`config.mk`:
```
export PLATFORM = sky130hd
export DESIGN_NAME = fetch_stage_flat
export DESIGN_NICKNAME = d
export VERILOG_FILES = /design/src/rtl/fetch_stage_if.sv /design/src/rtl/fetch_stage.sv /design/src/flat_wrapper.sv
export SDC_FILE = /design/constraint.sdc
export NUM_CORES = 1
export LEC_CHECK = 0
export BUFFER_PORTS_ARGS = -buffer_cell sky130_fd_sc_hd__buf_4
export CORE_UTILIZATION = 40
export DETAILED_ROUTE_END_ITERATION = 8
export PLACE_DENSITY_LB_ADDON = 0.3
export SLEW_MARGIN = 20
export SYNTH_ARGS = -nofsm -noshare
export SYNTH_HDL_FRONTEND = slang
export SYNTH_SLANG_ARGS = --single-unit
export TNS_END_PERCENT = 100
```
`constraint.sdc`:
```
create_clock -name CLK -period 3.1 [get_ports CLK]
set_input_delay 0.31 -clock CLK [delete_from_list [all_inputs] [get_ports CLK]]
set_output_delay 0.31 -clock CLK [all_outputs]
set_load 0.005 [all_outputs]
```
`src/rtl/fetch_stage_if.sv`:
```
// Instruction memory req/gnt/rvalid handshake bundle.
// master = fetch stage, slave = instruction memory.
interface fetch_stage_if;
    logic        ImemReq;
    logic [31:0] ImemAddr;
    logic        ImemGnt;
    logic        ImemRValid;
    logic [31:0] ImemRData;

    modport master (
        output ImemReq,
        output ImemAddr,
        input  ImemGnt,
        input  ImemRValid,
        input  ImemRData
    );

    modport slave (
        input  ImemReq,
        input  ImemAddr,
        output ImemGnt,
        output ImemRValid,
        output ImemRData
    );
endinterface

```
`src/rtl/fetch_stage.sv`:
```
// IF stage + IF/ID register: PC, single-outstanding fetch, hold buffer,
// redirects. Ports: CLK/RST_N, hazard stalls, D-stage redirect, imem bus,
// PCF, InstrD/PCPlus4D/ValidD to decode.
module fetch_stage #(
    parameter logic [31:0] RESET_PC  = 32'h0000_0000,
    parameter logic [31:0] NOP_INSTR = 32'h0000_0000
) (
    input  logic               CLK,
    input  logic               RST_N,
    input  logic               StallF,
    input  logic               StallD,
    input  logic               PCSrcD,
    input  logic               JumpD,
    input  logic [31:0]        PCBranchD,
    input  logic [31:0]        PCJumpD,
    fetch_stage_if.master      imem,
    output logic [31:0]        PCF,
    output logic [31:0]        InstrD,
    output logic [31:0]        PCPlus4D,
    output logic               ValidD
);

    typedef enum logic [1:0] {
        S_REQ,
        S_WAIT,
        S_HOLD,
        S_DROP
    } state_t;

    state_t      r_state;
    state_t      w_state_nxt;
    logic [31:0] r_pcf;
    logic [31:0] w_pcf_nxt;
    logic [31:0] r_hold;
    logic [31:0] w_hold_nxt;
    logic [31:0] r_instr;
    logic [31:0] r_pc4;
    logic        r_valid;

    logic        w_redir;
    logic [31:0] w_target;
    logic        w_req;
    logic [31:0] w_pc_inc;
    logic        w_deliver;
    logic [31:0] w_ddata;

    // A stalled decode stage cannot act on its branch, so it is ignored.
    assign w_redir  = (JumpD | PCSrcD) & ~StallD;
    assign w_target = JumpD ? PCJumpD : PCBranchD;
    assign w_pc_inc = r_pcf + 32'd4;

    assign w_req = (r_state == S_REQ) & ~StallF & RST_N;

    assign imem.ImemReq  = w_req;
    assign imem.ImemAddr = r_pcf;

    assign PCF      = r_pcf;
    assign InstrD   = r_instr;
    assign PCPlus4D = r_pc4;
    assign ValidD   = r_valid;

    always_comb begin
        w_state_nxt = r_state;
        w_pcf_nxt   = r_pcf;
        w_hold_nxt  = r_hold;
        w_deliver   = 1'b0;
        w_ddata     = r_hold;

        unique case (r_state)
            S_REQ: begin
                if (w_req && imem.ImemGnt)
                    w_state_nxt = w_redir ? S_DROP : S_WAIT;
            end
            S_WAIT: begin
                if (imem.ImemRValid) begin
                    if (w_redir) begin
                        w_state_nxt = S_REQ;
                    end else if (StallD) begin
                        w_hold_nxt  = imem.ImemRData;
                        w_state_nxt = S_HOLD;
                    end else begin
                        w_deliver = 1'b1;
                        w_ddata   = imem.ImemRData;
                    end
                end else if (w_redir) begin
                    // response still owed by memory; swallow it later
                    w_state_nxt = S_DROP;
                end
            end
            S_HOLD: begin
                if (w_redir)
                    w_state_nxt = S_REQ;
                else if (!StallD)
                    w_deliver = 1'b1;
            end
            S_DROP: begin
                if (imem.ImemRValid)
                    w_state_nxt = S_REQ;
            end
            default: w_state_nxt = S_REQ;
        endcase

        if (w_redir) begin
            w_pcf_nxt = w_target;
        end else if (w_deliver) begin
            w_pcf_nxt   = w_pc_inc;
            w_state_nxt = S_REQ;
        end
    end

    always_ff @(posedge CLK or negedge RST_N) begin
        if (!RST_N) begin
            r_state <= S_REQ;
            r_pcf   <= RESET_PC;
            r_hold  <= 32'd0;
        end else begin
            r_state <= w_state_nxt;
            r_pcf   <= w_pcf_nxt;
            r_hold  <= w_hold_nxt;
        end
    end

    always_ff @(posedge CLK or negedge RST_N) begin
        if (!RST_N) begin
            r_instr <= NOP_INSTR;
            r_pc4   <= 32'd0;
            r_valid <= 1'b0;
        end else if (!StallD) begin
            if (w_deliver) begin
                r_instr <= w_ddata;
                r_pc4   <= w_pc_inc;
                r_valid <= 1'b1;
            end else begin
                r_instr <= NOP_INSTR;
                r_pc4   <= 32'd0;
                r_valid <= 1'b0;
            end
        end
    end

endmodule

```
`src/flat_wrapper.sv`:
```
// flat-port wrapper written by rule: the top's interface ports become plain ports
module fetch_stage_flat 
#(
    parameter logic [31:0] RESET_PC  = 32'h0000_0000,
    parameter logic [31:0] NOP_INSTR = 32'h0000_0000
)
  (CLK, RST_N, StallF, StallD, PCSrcD, JumpD, PCBranchD, PCJumpD, PCF, InstrD, PCPlus4D, ValidD, imem_ImemReq, imem_ImemAddr, imem_ImemGnt, imem_ImemRValid, imem_ImemRData);
  fetch_stage_if imem_i ();
  input  logic CLK;
  input  logic RST_N;
  input  logic StallF;
  input  logic StallD;
  input  logic PCSrcD;
  input  logic JumpD;
  input  logic [31:0] PCBranchD;
  input  logic [31:0] PCJumpD;
  output logic [31:0] PCF;
  output logic [31:0] InstrD;
  output logic [31:0] PCPlus4D;
  output logic ValidD;
  output wire logic [$bits(imem_i.ImemReq)-1:0] imem_ImemReq;
  output wire logic [$bits(imem_i.ImemAddr)-1:0] imem_ImemAddr;
  input wire logic [$bits(imem_i.ImemGnt)-1:0] imem_ImemGnt;
  input wire logic [$bits(imem_i.ImemRValid)-1:0] imem_ImemRValid;
  input wire logic [$bits(imem_i.ImemRData)-1:0] imem_ImemRData;
  assign imem_ImemReq = imem_i.ImemReq;
  assign imem_ImemAddr = imem_i.ImemAddr;
  assign imem_i.ImemGnt = imem_ImemGnt;
  assign imem_i.ImemRValid = imem_ImemRValid;
  assign imem_i.ImemRData = imem_ImemRData;
  fetch_stage #(.RESET_PC(RESET_PC), .NOP_INSTR(NOP_INSTR)) u_core (.CLK(CLK), .RST_N(RST_N), .StallF(StallF), .StallD(StallD), .PCSrcD(PCSrcD), .JumpD(JumpD), .PCBranchD(PCBranchD), .PCJumpD(PCJumpD), .imem(imem_i), .PCF(PCF), .InstrD(InstrD), .PCPlus4D(PCPlus4D), .ValidD(ValidD));
endmodule
```
* Yosys cells after proc, flatten, opt, wreduce, memory -nomap -nowiden
Index checks and enable logic that the tools add are counted.
** Word-level totals
- Bits in registers :: 131
- Bits in latches :: 0
- Memories :: 0
- Bits in writable memories :: 0
- ROM bits :: 0
- Input bits :: 104
- Logic and storage cells :: 45
** Cells by class
- Bitwise logic cells :: 7
- $lt $le $gt $ge :: 0
- $mul :: 0
- Add/sub/neg operators :: 1
- Reductions and logical operators :: 4
- Shift-type cells :: 0
- Multiplexer cells :: 24
- Eq/ne operators :: 3
- Divide/modulo/power cells :: 0
** Operator list (number)
- $mux 32 :: 8
- $add 32x3->32 const B :: 1
- $mux 2 :: 10
- $pmux 2 s4 :: 1
- $eq 2x2->1 const B :: 2
- $mux 1 :: 4
- $reduce_and 4->1 :: 1
- $and 1x1->1 :: 3
- $not 1->1 :: 3
- $eq 2x1->1 const B :: 1
- $logic_not 2->1 :: 1
- $pmux 1 s2 :: 1
- $reduce_bool 2->1 :: 1
- $logic_and 1x1->1 :: 1
- $or 1x1->1 :: 1

* Logic depth before layout (Yosys ltp)
Gate-level depths: netlist of the first run.
- Word-level depth :: 8
- Mapped depth :: 8
- Gate-level depth less buffers :: 6

* Worst setup path after synthesis of the first run
OpenSTA, ideal clock, no wires.
- Path type :: reg-to-reg
- Start :: register u_core.r_state[1]
- End :: register u_core.r_pc4[25] (netlist: u_core.PCPlus4D[25])
- Required time :: 3.029 ns
- Library setup time :: 0.071 ns
- Buffers on the path :: 1
- Clock period less this slack :: 2.192 ns
- Stages on the path, launching flop included :: 8
- Path slack :: 0.908 ns
- Data arrival time :: 2.121 ns
- Path through :: dfrtp_1 inv_1 ha_1 or4b_1 buf_2 or3_1 or4_1 nand3_1
** Between the ends
- Word-level cells in the longest chain between the ends :: 3
- Elaborated cells on any way between the ends :: 4
** Ends and longest elaborated chain
- from (decl) :: RTL line fetch_stage.sv:30 : state_t r_state;
- from (signal assigned) :: RTL line fetch_stage.sv:117 : r_state <= w_state_nxt;
- $eq 2x2->1 / $eq 2x1->1 (equally long branches) :: RTL line fetch_stage.sv:69 : unique case (r_state)
- $pmux 1 s2 (*) :: RTL line fetch_stage.sv:69
- $mux 32 (*) :: RTL line fetch_stage.sv:129 : if (w_deliver) begin
- to (signal assigned) :: RTL line fetch_stage.sv:131 : r_pc4 <= w_pc_inc;
- to (decl) :: RTL line fetch_stage.sv:37 : logic [31:0] r_pc4;
Every way passes the cells marked *; elsewhere a longest branch is shown, timed or not.
A chain may end at the register's enable or synchronous reset.

* Final worst setup path of the first run
- Start :: register u_core.r_state[1]
- End :: register u_core.r_pcf[11] (netlist: u_core.PCF[11])
** Between the ends
- Word-level cells in the longest chain between the ends :: 3
- Elaborated cells on any way between the ends :: 4
** Ends and longest elaborated chain
- $eq 2x2->1 / $eq 2x1->1 (equally long branches) :: RTL line fetch_stage.sv:69
- $pmux 1 s2 (*) :: RTL line fetch_stage.sv:69
- $reduce_bool 2->1 (no source line) (*)
- to (signal assigned) :: RTL line fetch_stage.sv:118 : r_pcf <= w_pcf_nxt;
- to (decl) :: RTL line fetch_stage.sv:32 : logic [31:0] r_pcf;
Marked as above.

==> metrics.txt, run 1 <==
# TYPE chip_impl_metric gauge
chip_impl_info{name="run_status",value="complete, no violations"} 1
chip_impl_info{name="yosys-top-cells-count",value="131 x sky130_fd_sc_hd__dfrtp_1, 78 x sky130_fd_sc_hd__nand2_1, 64 x sky130_fd_sc_hd__o21ai_0, 61 x sky130_fd_sc_hd__mux2i_1, 33 x sky130_fd_sc_hd__mux2_2"} 1
chip_impl_info{name="timing.setup.critical_path_class",value="register to register"} 1
chip_impl_info{name="synth_most_common_cell",value="sky130_fd_sc_hd__dfrtp_1"} 1
chip_impl_metric{name="postSynthRegisterBits",unit=""} 131
chip_impl_metric{name="antenna_found_initial",unit=""} 0
chip_impl_info{name="worstSetupStartpointType",value="register"} 1
chip_impl_metric{name="globalRouteTotalUtil",unit="%"} 22.1
chip_impl_metric{name="cts-buffers-inserted",unit=""} 17
chip_impl_metric{name="synth_top_cell_area_share",unit="%"} 48.6
chip_impl_metric{name="synth_cells",unit=""} 660
chip_impl_metric{name="numPlacedInstances",unit=""} 1053
chip_impl_metric{name="min_period_over_period",unit="%"} 83.1
chip_impl_metric{name="grt_first_pass_wirelength",unit="um"} 30400
chip_impl_metric{name="fp.dieH",unit="um"} 132
chip_impl_metric{name="synth_nets",unit=""} 770
chip_impl_metric{name="drv.max_cap_violation_count",unit=""} 0
chip_impl_metric{name="max-slew-margin-rel",unit="%"} 56.6
chip_impl_metric{name="final_hold_viol_count",unit=""} 0
chip_impl_metric{name="detailedRoute.firstIterationViolations",unit=""} 329
chip_impl_metric{name="dp_hpwl",unit="um"} 12900
chip_impl_metric{name="timing.reg2reg.setup_slack",unit="ps"} 520
chip_impl_metric{name="synth.yosys.seq_area_share",unit="%"} 48.6
chip_impl_info{name="cts_tree",value="done"} 1
chip_impl_metric{name="clk_path_buf_depth",unit=""} 2
chip_impl_metric{name="ant_nets",unit=""} 0
chip_impl_metric{name="finalNonFillerCells",unit=""} 1085
chip_impl_metric{name="clock_latency",unit="ps"} 420
chip_impl_metric{name="grt_overflow_total",unit=""} 0
chip_impl_metric{name="timing.hold.worst_path_depth",unit=""} 2
chip_impl_metric{name="async_set_reset_flop_share_out_of_synthesis",unit="%"} 100
chip_impl_metric{name="vias",unit=""} 5766
chip_impl_metric{name="drt-total-wl",unit="um"} 18500
chip_impl_metric{name="report.final.setup_viol",unit=""} 0
chip_impl_info{name="synth-main-ff-cell",value="sky130_fd_sc_hd__dfrtp_1"} 1
chip_impl_metric{name="cts_repair_resize_count",unit=""} 0
chip_impl_metric{name="totalPowerFinal",unit="mW"} 5.70
chip_impl_metric{name="worst_setup_hold_path_clk_slew",unit="ps"} 60
chip_impl_metric{name="antenna_cells",unit=""} 0
chip_impl_metric{name="placeable_core_area",unit="um2"} 16500
chip_impl_metric{name="post_synth_edffs",unit=""} 0
chip_impl_metric{name="power_leakage",unit="nW"} 4.33
chip_impl_metric{name="drive_gt1_share",unit="%"} 36.8
chip_impl_metric{name="cts_num_sinks",unit=""} 131
chip_impl_metric{name="number_of_global_route_vias_before_repair",unit=""} 5782
chip_impl_metric{name="grt_max_degree",unit=""} 81
chip_impl_metric{name="row_count",unit=""} 47
chip_impl_metric{name="powerDensity",unit="nW/um2"} 624
chip_impl_metric{name="syn_area",unit="um2"} 6750
chip_impl_metric{name="worst_ep_arrival_time",unit="ps"} 2870
chip_impl_metric{name="finalClockSkew",unit="ps"} 8.98
chip_impl_metric{name="layout.filler_cells",unit=""} 1489
chip_impl_metric{name="timing.reg2reg.worst_path_depth",unit=""} 6
chip_impl_metric{name="crit_required",unit="ps"} 3400
chip_impl_info{name="grt_setup_unrepaired",value="false"} 1
chip_impl_metric{name="synthDistinctLibCells",unit=""} 54
chip_impl_metric{name="dieWidth",unit="um"} 132
chip_impl_metric{name="fp.dieArea",unit="um2"} 17400
chip_impl_info{name="critical_path.endpoint_type",value="register"} 1
chip_impl_metric{name="place.port_buffers",unit=""} 233
chip_impl_metric{name="layout_setup_ws",unit="ps"} 525
chip_impl_metric{name="pin_count",unit=""} 234
chip_impl_metric{name="detail_route.drc_violations",unit=""} 0
chip_impl_metric{name="yosysWarnings",unit=""} 0
chip_impl_metric{name="syn_avg_cell_area",unit="um2"} 10.2
chip_impl_metric{name="hold_ws",unit="ps"} 132
chip_impl_metric{name="dp_worst_setup_slack",unit="ps"} 558
chip_impl_metric{name="finalCriticalPeriod",unit="ps"} 2580
chip_impl_metric{name="cts_max_level",unit=""} 4
chip_impl_metric{name="route.detailed.vias_per_inst",unit=""} 5.31
chip_impl_metric{name="tightest_slew",unit="ps"} 651
chip_impl_metric{name="firstDrtPassIters",unit=""} 4
chip_impl_metric{name="syn_to_final_growth",unit="%"} 35.5
chip_impl_info{name="ys_top_cells_by_area",value="sky130_fd_sc_hd__dfrtp_1 49%, sky130_fd_sc_hd__mux2i_1 9.0%, sky130_fd_sc_hd__mux2_2 5.5%"} 1
chip_impl_metric{name="final_net_count",unit=""} 964
chip_impl_metric{name="slew_violations",unit=""} 0
chip_impl_metric{name="setup_tns",unit="ps"} 0
chip_impl_metric{name="worst_vdd_rail_ir_drop",unit="V"} 0.000423
chip_impl_metric{name="start_util",unit="%"} 40.8
chip_impl_metric{name="max_clock_freq",unit="GHz"} 0.388
chip_impl_info{name="worstHoldPathType",value="primary input to register"} 1
chip_impl_metric{name="avgRoutedWirePerCell",unit="um"} 17.0
chip_impl_info{name="netlist.top_cell.by_area",value="sky130_fd_sc_hd__dfrtp_1"} 1
chip_impl_info{name="clk_root_buffer_cell",value="sky130_fd_sc_hd__clkbuf_16"} 1
chip_impl_metric{name="worstPathMaxFanout",unit=""} 8
chip_impl_metric{name="routability_congestion_estimate",unit=""} 0.806
-- area by class of cell --
cell class	instances	area, um2	share of cell area [%]
Clock inverter	4	95.1	1.04
Clock buffer	26	509	5.57
Tap cell	220	275	3.01
Sequential cell	131	3280	35.9
Timing Repair Buffer	248	1910	20.9
Inverter	10	37.5	0.411
Multi-Input combinational cell	446	3040	33.2
-- kinds of logic after synthesis --
| group | share of synthesized area [%] |
|---|---|
| fa+ha+maj | 1.11 |
| flops | 48.6 |
| mux | 14.6 |
| buf+inv | 6.81 |
| simple gates | 14.4 |
| xor+xnor | 2.21 |
| compound gates | 12.3 |
-- timing repair --
item,CTS,global route
hold buffers,1,0
endpoints found under the hold margin,51,0
buffers inserted,0,0
-- layer usage --
metal | vias to the layer above | routed length [um] | GRT usage, %
li1 | 2741 | - | -
met1 | 2816 | 7780 | 27.2
met2 | 200 | 9050 | 37.1
met3 | 9 | 1530 | 7.57
met4 | 0 | 132 | 5.75
met5 | - | 0 | 0
-- cells in the final DEF, fill, tap and decap left out, types with 6 or more instances in the layout --
cell / n
sky130_fd_sc_hd__a21oi_1: 20
sky130_fd_sc_hd__a221o_1: 8
sky130_fd_sc_hd__a31oi_1: 8
sky130_fd_sc_hd__buf_4: 243
sky130_fd_sc_hd__clkbuf_16: 17
sky130_fd_sc_hd__dfrtp_1: 131
sky130_fd_sc_hd__ha_1: 6
sky130_fd_sc_hd__inv_1: 10
sky130_fd_sc_hd__mux2_2: 33
sky130_fd_sc_hd__mux2i_1: 61
sky130_fd_sc_hd__nand2_1: 77
sky130_fd_sc_hd__nand3_1: 29
sky130_fd_sc_hd__nand4_1: 8
sky130_fd_sc_hd__nor2_1: 28
sky130_fd_sc_hd__nor3_1: 9
sky130_fd_sc_hd__o211ai_1: 8
sky130_fd_sc_hd__o21ai_0: 64
sky130_fd_sc_hd__or3_1: 7
sky130_fd_sc_hd__or4_1: 9
sky130_fd_sc_hd__xnor2_1: 14
-- where the power goes --
part           switching [mW]  leakage, nW  internal, mW
registers               0.282         1.71          2.03
logic                   0.572         2.32         0.751
clock network           0.706        0.296          1.36
total                    1.56         4.33          4.14
-- registers in the layout (all words and copies together) (netlist names) --
signal and flops:
u_core.ValidD 1, u_core.r_state 2, u_core.PCPlus4D 32, u_core.InstrD 32, u_core.r_hold 32, u_core.PCF 32
-- critical path, stage by stage (launching register included) --
cell and delay (ps):
sky130_fd_sc_hd__dfrtp_1 420, sky130_fd_sc_hd__inv_1 110, sky130_fd_sc_hd__ha_1 290, sky130_fd_sc_hd__or4b_1 600
sky130_fd_sc_hd__o21ai_1 520, sky130_fd_sc_hd__o21ai_0 180, sky130_fd_sc_hd__a221o_1 320
-- metrics by stage --
| step | utilization, % | instance area, um2 |
|---|---|---|
| after global placement | 51.4 | 8500 |
| after CTS | 55.2 | 9120 |
| after floorplan | - | 6750 |
| final | 55.3 | 9140 |
| after global routing | 55.3 | 9140 |
| after detailed placement | 51.4 | 8500 |
-- final timing paths --
path | from | to
setup reg to reg | u_core.r_state[1] | u_core.PCF[11]
setup / recovery | u_core.r_state[1] | u_core.PCF[11]
max in group asynchronous | RST_N | u_core.PCPlus4D[15]
min in group asynchronous | RST_N | u_core.PCPlus4D[11]
hold / removal | imem_ImemRData[1] | u_core.r_hold[1]
hold reg to reg | u_core.InstrD[0] | u_core.InstrD[0]
Power figures use the tool's default switching activity.
==> run 2: changes to the inputs <==
==> constraint.sdc (replaced) <==
create_clock -name CLK -period 2.61 [get_ports CLK]
set_input_delay 0.261 -clock CLK [delete_from_list [all_inputs] [get_ports CLK]]
set_output_delay 0.261 -clock CLK [all_outputs]
set_load 0.005 [all_outputs]
==> metrics.txt, run 2 (synthesis gave the netlist of run 1 again) <==
# TYPE chip_impl_metric gauge
chip_impl_metric{name="timing.reg2reg.worst_path_depth",unit=""} 6
chip_impl_metric{name="cpPeakStageDelay",unit="ps"} 590
chip_impl_metric{name="clk_path_buf_depth",unit=""} 2
chip_impl_metric{name="grt_overflow_total",unit=""} 0
chip_impl_metric{name="dp_hpwl",unit="um"} 13000
chip_impl_metric{name="dieWidth",unit="um"} 132
chip_impl_metric{name="row_count",unit=""} 47
chip_impl_metric{name="slew_violations",unit=""} 0
chip_impl_info{name="grt_setup_unrepaired",value="false"} 1
chip_impl_metric{name="cts_num_sinks",unit=""} 131
chip_impl_metric{name="route.detailed.vias_per_inst",unit=""} 5.30
chip_impl_info{name="reg2reg_from",value="u_core.r_state[1]"} 1
chip_impl_metric{name="totalPowerFinal",unit="mW"} 6.64
chip_impl_metric{name="final_net_count",unit=""} 972
chip_impl_metric{name="fp.dieArea",unit="um2"} 17400
chip_impl_info{name="worstHoldPathType",value="primary input to register"} 1
chip_impl_metric{name="min_period_over_period",unit="%"} 91.0
chip_impl_metric{name="drive_gt1_share",unit="%"} 37.3
chip_impl_metric{name="worstPathMaxFanout",unit=""} 8
chip_impl_metric{name="place.port_buffers",unit=""} 233
chip_impl_info{name="critPathSlowestCell",value="sky130_fd_sc_hd__or4b_1"} 1
chip_impl_metric{name="cts.repair_timing.setup_buffer_count",unit=""} 0
chip_impl_metric{name="avgRoutedWirePerCell",unit="um"} 16.7
chip_impl_metric{name="setup_tns",unit="ps"} 0
chip_impl_metric{name="clock_latency",unit="ps"} 410
chip_impl_metric{name="grt_max_degree",unit=""} 59
chip_impl_info{name="run_status",value="complete, no violations"} 1
chip_impl_metric{name="worst_setup_hold_path_clk_slew",unit="ps"} 60
chip_impl_metric{name="final_hold_viol_count",unit=""} 0
chip_impl_metric{name="globalRouteTotalUtil",unit="%"} 21.9
chip_impl_metric{name="drt-total-wl",unit="um"} 18300
chip_impl_metric{name="report.final.setup_viol",unit=""} 0
chip_impl_info{name="cts_tree",value="done"} 1
chip_impl_metric{name="tightest_slew",unit="ps"} 896
chip_impl_metric{name="vias",unit=""} 5791
chip_impl_metric{name="cts_max_level",unit=""} 4
chip_impl_info{name="worst_r2r_endpoint",value="u_core.PCF[25]"} 1
chip_impl_metric{name="syn_to_final_growth",unit="%"} 35.4
chip_impl_info{name="timing.setup.critical_path_class",value="register to register"} 1
chip_impl_info{name="worst_path_cell_chain",value="inv_1, ha_1, or4b_1, or3_1, or4_1, nand3_1"} 1
chip_impl_metric{name="number_of_global_route_vias_before_repair",unit=""} 5712
chip_impl_metric{name="power_leakage",unit="nW"} 4.33
chip_impl_metric{name="cts-buffers-inserted",unit=""} 17
chip_impl_metric{name="crit_required",unit="ps"} 2950
chip_impl_metric{name="powerDensity",unit="nW/um2"} 727
chip_impl_metric{name="pin_count",unit=""} 234
chip_impl_metric{name="firstDrtPassIters",unit=""} 4
chip_impl_metric{name="drv.max_cap_violation_count",unit=""} 0
chip_impl_metric{name="finalClockSkew",unit="ps"} 5.60
chip_impl_metric{name="worst_ep_arrival_time",unit="ps"} 2710
chip_impl_metric{name="placeable_core_area",unit="um2"} 16500
chip_impl_info{name="worstSetupStartpointType",value="register"} 1
chip_impl_info{name="most_frequent_standard_cell_in_the_layout_excluding_fill_and_tap_cells",value="sky130_fd_sc_hd__buf_4"} 1
chip_impl_metric{name="worst_vdd_rail_ir_drop",unit="V"} 0.000463
chip_impl_metric{name="detailedRoute.firstIterationViolations",unit=""} 331
chip_impl_metric{name="routability_congestion_estimate",unit=""} 0.788
chip_impl_info{name="worst_setup_path_startpoint",value="u_core.r_state[1]"} 1
chip_impl_info{name="critical_path.endpoint_type",value="register"} 1
chip_impl_metric{name="finalCriticalPeriod",unit="ps"} 2370
chip_impl_info{name="clk_root_buffer_cell",value="sky130_fd_sc_hd__clkbuf_16"} 1
chip_impl_metric{name="grt_first_pass_wirelength",unit="um"} 30200
chip_impl_info{name="end_point_of_the_critical_path",value="u_core.PCF[25]"} 1
chip_impl_metric{name="ant_nets",unit=""} 0
chip_impl_metric{name="max-slew-margin-rel",unit="%"} 40.1
chip_impl_metric{name="timing.reg2reg.setup_slack",unit="ps"} 240
chip_impl_metric{name="start_util",unit="%"} 40.8
chip_impl_metric{name="antenna_cells",unit=""} 0
chip_impl_metric{name="fp.dieH",unit="um"} 132
chip_impl_metric{name="max_clock_freq",unit="GHz"} 0.421
chip_impl_metric{name="antenna_found_initial",unit=""} 0
chip_impl_info{name="most-common-layout-cells",value="253 x sky130_fd_sc_hd__buf_4, 131 x sky130_fd_sc_hd__dfrtp_1, 77 x sky130_fd_sc_hd__nand2_1"} 1
chip_impl_metric{name="detail_route.drc_violations",unit=""} 0
chip_impl_metric{name="hold_ws",unit="ps"} 93.9
==> run 2: cell count changes in the layout (fill, tap and decap cells not counted), sizes merged <==
cell and change:
buf +8, bufinv -1, clkbuf -1, clkinv +2
==> run 2: timing repair <==
action,in CTS,in global routing
setup endpoints to repair,0,0
hold endpoints to repair,29,0
hold buffers,1,0
resized for setup,0,0
==> run 2: worst max-delay path, delay by kind of cell, from the launching register on <==
| family | cells | cell delay (ps) |
|---|---|---|
| adders and majority gates | 1 | 300 |
| DFF | 1 | 410 |
| buffers and inverters | 1 | 100 |
| and+or+nand+nor | 4 | 1500 |
==> run 2: power breakdown <==
part	leakage, nW	total, mW	switching, mW	internal [mW]
Clock	0.283	2.32	0.828	1.49
Sequential	1.71	2.73	0.317	2.41
Combinational	2.34	1.60	0.691	0.904
==> run 2: routing by layer <==
layer / wire length [um] / track usage [%]
met2: 8840 / 36.0
met4: 172 / 6.14
met5: 0 / 0
met1: 7880 / 27.2
met3: 1410 / 7.57
==> run 2: layout make-up <==
cell class / count / area, um2
clock inverter: 5 / 75.1
fill: 1450 / 7390
inverter: 10 / 37.5
timing repair buffer: 256 / 1940
multi-input combinational: 446 / 3040
tap: 220 / 275
clock buffer: 25 / 495
sequential: 131 / 3280
==> run 2: how the worst min path moves through the flow <==
stage,slack (ps),endpoint,depth (start not counted),start
2_1_floorplan,-30,u_core.InstrD[0],0,RST_N
3_3_place_gp,160,u_core.PCPlus4D[10],1,RST_N
3_5_place_dp,170,u_core.PCPlus4D[10],1,RST_N
4_1_cts,70,u_core.r_hold[10],2,imem_ImemRData[10]
5_1_grt,70,u_core.r_hold[10],2,imem_ImemRData[10]
6_report,90,u_core.r_hold[19],2,imem_ImemRData[19]
==> run 2: stage by stage <==
stage                     utilization (%)  cells  cell area [um2]  setup WS (ps)
after global routing                 55.3   1093             9140           89.5
after detailed placement             51.8   1062             8560            269
final                                55.3   1093             9140            235
after global placement               51.8   1062             8560            297
after floorplan                         -    660             6750            418
after CTS                            55.3   1093             9140            245
==> run 3: changes to the inputs <==
==> constraint.sdc (replaced) <==
create_clock -name CLK -period 2.3 [get_ports CLK]
set_input_delay 0.23 -clock CLK [delete_from_list [all_inputs] [get_ports CLK]]
set_output_delay 0.23 -clock CLK [all_outputs]
set_load 0.005 [all_outputs]
==> metrics.txt, run 3 (synthesis gave the netlist of run 1 again) <==
# TYPE chip_impl_metric gauge
chip_impl_metric{name="internal_power",unit="mW"} 5.62
chip_impl_metric{name="fp.dieArea",unit="um2"} 17400
chip_impl_info{name="hp-start",value="imem_ImemRData[1]"} 1
chip_impl_metric{name="met3WireLength",unit="um"} 1690
chip_impl_metric{name="grt_max_degree",unit=""} 132
chip_impl_metric{name="slew_violations",unit=""} 0
chip_impl_metric{name="grt_first_pass_wirelength",unit="um"} 31100
chip_impl_metric{name="cts_num_sinks",unit=""} 131
chip_impl_metric{name="finalCriticalPeriod",unit="ps"} 2220
chip_impl_metric{name="power_frac_seq",unit="%"} 38.8
chip_impl_metric{name="drv.max_cap_violation_count",unit=""} 0
chip_impl_metric{name="netSwitchingPower",unit="mW"} 2.21
chip_impl_info{name="most_frequent_standard_cell_in_the_layout_excluding_fill_and_tap_cells",value="sky130_fd_sc_hd__buf_4"} 1
chip_impl_metric{name="detail_route.drc_violations",unit=""} 0
chip_impl_metric{name="start_util",unit="%"} 40.8
chip_impl_metric{name="worstPathMaxFanout",unit=""} 8
chip_impl_metric{name="max_clock_freq",unit="GHz"} 0.450
chip_impl_metric{name="detailedRoute.firstIterationViolations",unit=""} 349
chip_impl_info{name="most-common-layout-cells",value="267 x sky130_fd_sc_hd__buf_4, 131 x sky130_fd_sc_hd__dfrtp_1, 77 x sky130_fd_sc_hd__nand2_1"} 1
chip_impl_metric{name="timing.reg2reg.setup_slack",unit="ps"} 80
chip_impl_metric{name="drt-met1-wl",unit="um"} 7490
chip_impl_metric{name="firstDrtPassIters",unit=""} 5
chip_impl_metric{name="totalPowerFinal",unit="mW"} 7.83
chip_impl_metric{name="drt-total-wl",unit="um"} 19000
chip_impl_info{name="critPathSlowestCell",value="sky130_fd_sc_hd__or4b_4"} 1
chip_impl_metric{name="max-slew-margin-rel",unit="%"} 51.8
chip_impl_metric{name="antenna_found_initial",unit=""} 1
chip_impl_metric{name="min_period_over_period",unit="%"} 96.5
chip_impl_metric{name="report.final.setup_viol",unit=""} 0
chip_impl_metric{name="placeable_core_area",unit="um2"} 16500
chip_impl_metric{name="row_count",unit=""} 47
chip_impl_metric{name="syn_to_final_growth",unit="%"} 38.9
chip_impl_metric{name="clock_latency",unit="ps"} 420
chip_impl_metric{name="numPlacedInstances",unit=""} 1080
chip_impl_metric{name="worst_ep_arrival_time",unit="ps"} 2570
chip_impl_metric{name="cts_max_level",unit=""} 4
chip_impl_metric{name="final_net_count",unit=""} 990
chip_impl_metric{name="power_leakage",unit="nW"} 4.45
chip_impl_info{name="grt_setup_unrepaired",value="true"} 1
chip_impl_info{name="cp_top_family",value="simple AND/OR/NAND/NOR gates"} 1
chip_impl_metric{name="cts.repair_timing.setup_buffer_count",unit=""} 0
chip_impl_metric{name="worstPathBufferInverterCount",unit=""} 1
chip_impl_metric{name="ant_nets",unit=""} 0
chip_impl_metric{name="hold_ws",unit="ps"} 44.5
chip_impl_metric{name="sw_frac_of_total",unit="%"} 28.3
chip_impl_info{name="run_status",value="complete, no violations"} 1
chip_impl_info{name="highest-signal-layer",value="met4"} 1
chip_impl_metric{name="dieWidth",unit="um"} 132
chip_impl_metric{name="drive_gt1_share",unit="%"} 39.2
chip_impl_metric{name="power.share.combinational",unit="%"} 25.6
chip_impl_info{name="worstSetupStartpointType",value="register"} 1
chip_impl_metric{name="clk_path_buf_depth",unit=""} 2
chip_impl_metric{name="crit_required",unit="ps"} 2650
chip_impl_info{name="clk_root_buffer_cell",value="sky130_fd_sc_hd__clkbuf_16"} 1
chip_impl_metric{name="power.clock.fraction",unit="%"} 35.7
chip_impl_metric{name="worst_setup_hold_path_clk_slew",unit="ps"} 60
chip_impl_info{name="critical_path.endpoint_type",value="register"} 1
chip_impl_metric{name="finalCoreUtilization",unit="%"} 56.7
chip_impl_info{name="worstHoldPathType",value="primary input to register"} 1
chip_impl_info{name="worst_r2r_endpoint",value="u_core.PCF[25]"} 1
chip_impl_metric{name="grt_overflow_total",unit=""} 0
chip_impl_metric{name="timing.hold.worst_path_depth",unit=""} 2
chip_impl_metric{name="timing.reg2reg.worst_path_depth",unit=""} 6
chip_impl_metric{name="area.sequential",unit="um2"} 3280
chip_impl_metric{name="cpPeakStageDelay",unit="ps"} 520
chip_impl_metric{name="dp_hpwl",unit="um"} 13300
chip_impl_metric{name="finalNonFillerCells",unit=""} 1114
chip_impl_metric{name="finalClockSkew",unit="ps"} 6.58
chip_impl_info{name="cts_tree",value="done"} 1
chip_impl_metric{name="globalRouteTotalUtil",unit="%"} 22.6
chip_impl_info{name="timing.setup.critical_path_class",value="register to register"} 1
chip_impl_metric{name="worst_vdd_rail_ir_drop",unit="V"} 0.000579
chip_impl_info{name="worst_setup_path_startpoint",value="u_core.r_state[0]"} 1
chip_impl_metric{name="vias",unit=""} 5908
chip_impl_metric{name="avgRoutedWirePerCell",unit="um"} 17.1
chip_impl_metric{name="place.port_buffers",unit=""} 233
chip_impl_metric{name="multi_input_comb_area",unit="um2"} 3040
chip_impl_info{name="whs_endpoint",value="u_core.r_hold[1]"} 1
chip_impl_metric{name="met2RoutedLength",unit="um"} 9550
chip_impl_info{name="reg2reg_from",value="u_core.r_state[0]"} 1
chip_impl_metric{name="number_of_global_route_vias_before_repair",unit=""} 6097
chip_impl_metric{name="tightest_slew",unit="ps"} 723
chip_impl_metric{name="layout.filler_cells",unit=""} 1481
chip_impl_metric{name="routability_congestion_estimate",unit=""} 0.804
chip_impl_metric{name="route.detailed.vias_per_inst",unit=""} 5.30
chip_impl_metric{name="pin_count",unit=""} 234
chip_impl_metric{name="powerDensity",unit="nW/um2"} 836
chip_impl_info{name="worst_path_cell_chain",value="inv_1, ha_1, or4b_4, or3_1, or4_1, nand3_1"} 1
chip_impl_metric{name="cts-buffers-inserted",unit=""} 17
chip_impl_metric{name="final_hold_viol_count",unit=""} 0
chip_impl_metric{name="fp.dieH",unit="um"} 132
==> run 3: cell count changes in the layout (fill, tap and decap cells not counted), sizes merged <==
cell / delta
buf: +18
diode: +1
clkinvlp: +4
bufinv: +1
clkinv: +2
clkbuf: -5
==> run 3: routing by layer <==
layer / track usage [%] / vias up
li1: - / 2801
met1: 26.0 / 2858
met2: 39.2 / 228
met3: 8.11 / 21
met4: 7.36 / 0
met5: 0 / -
==> run 3: worst max-delay path by stage <==
stage,slack [ps],depth (start not counted),to
global route,-2,4,u_core.PCPlus4D[22]
floorplan,110,7,u_core.PCPlus4D[25]
CTS,80,6,u_core.PCF[25]
finish,80,6,u_core.PCF[25]
detailed placement,0.3,6,u_core.PCF[25]
global placement,50,6,u_core.PCPlus4D[25]
==> run 3: layout make-up <==
type                            instances  share of cell area (%)
Sequential cell                       131                    35.0
Multi-Input combinational cell        446                    32.4
Inverter                               10                   0.401
Timing Repair Buffer                  274                    22.7
Antenna cell                            1                  0.0267
Tap cell                              220                    2.94
Clock buffer                           20                    4.87
Clock inverter                         12                    1.67
==> run 3: power groups by stage <==
| stage | sequential, mW | clock, mW | combinational (mW) |
|---|---|---|---|
| floorplan | 3.04 | 0 | 1.15 |
| global placement | 3.05 | 0 | 1.96 |
| detailed placement | 3.07 | 0 | 2.01 |
| CTS | 3.03 | 2.84 | 2.02 |
| global route | 3.09 | 2.94 | 2.21 |
| finish | 3.04 | 2.79 | 2.00 |
==> run 3: timing repair <==
action	CTS	global route
resized for setup	1	1
hold buffers	1	0
hold endpoints to repair	78	0
endpoints found under the setup margin	6	2
==> run 3: worst register-to-register path, delay by kind of cell (launching register included) <==
family / cells / cell delay, ps
buffers and inverters: 1 / 90
adder cells (fa/ha/maj): 1 / 300
AND/OR/NAND/NOR: 4 / 1420
flip-flops: 1 / 350
==> run 3: stage by stage <==
stage	cell area [um2]	setup TNS, ps	setup slack (ps)
global placement	8740	0	51.3
global route	9370	-2.49	-2.49
CTS	9370	0	78.2
finish	9370	0	80.2
floorplan	6750	0	108
detailed placement	8740	0	0.332
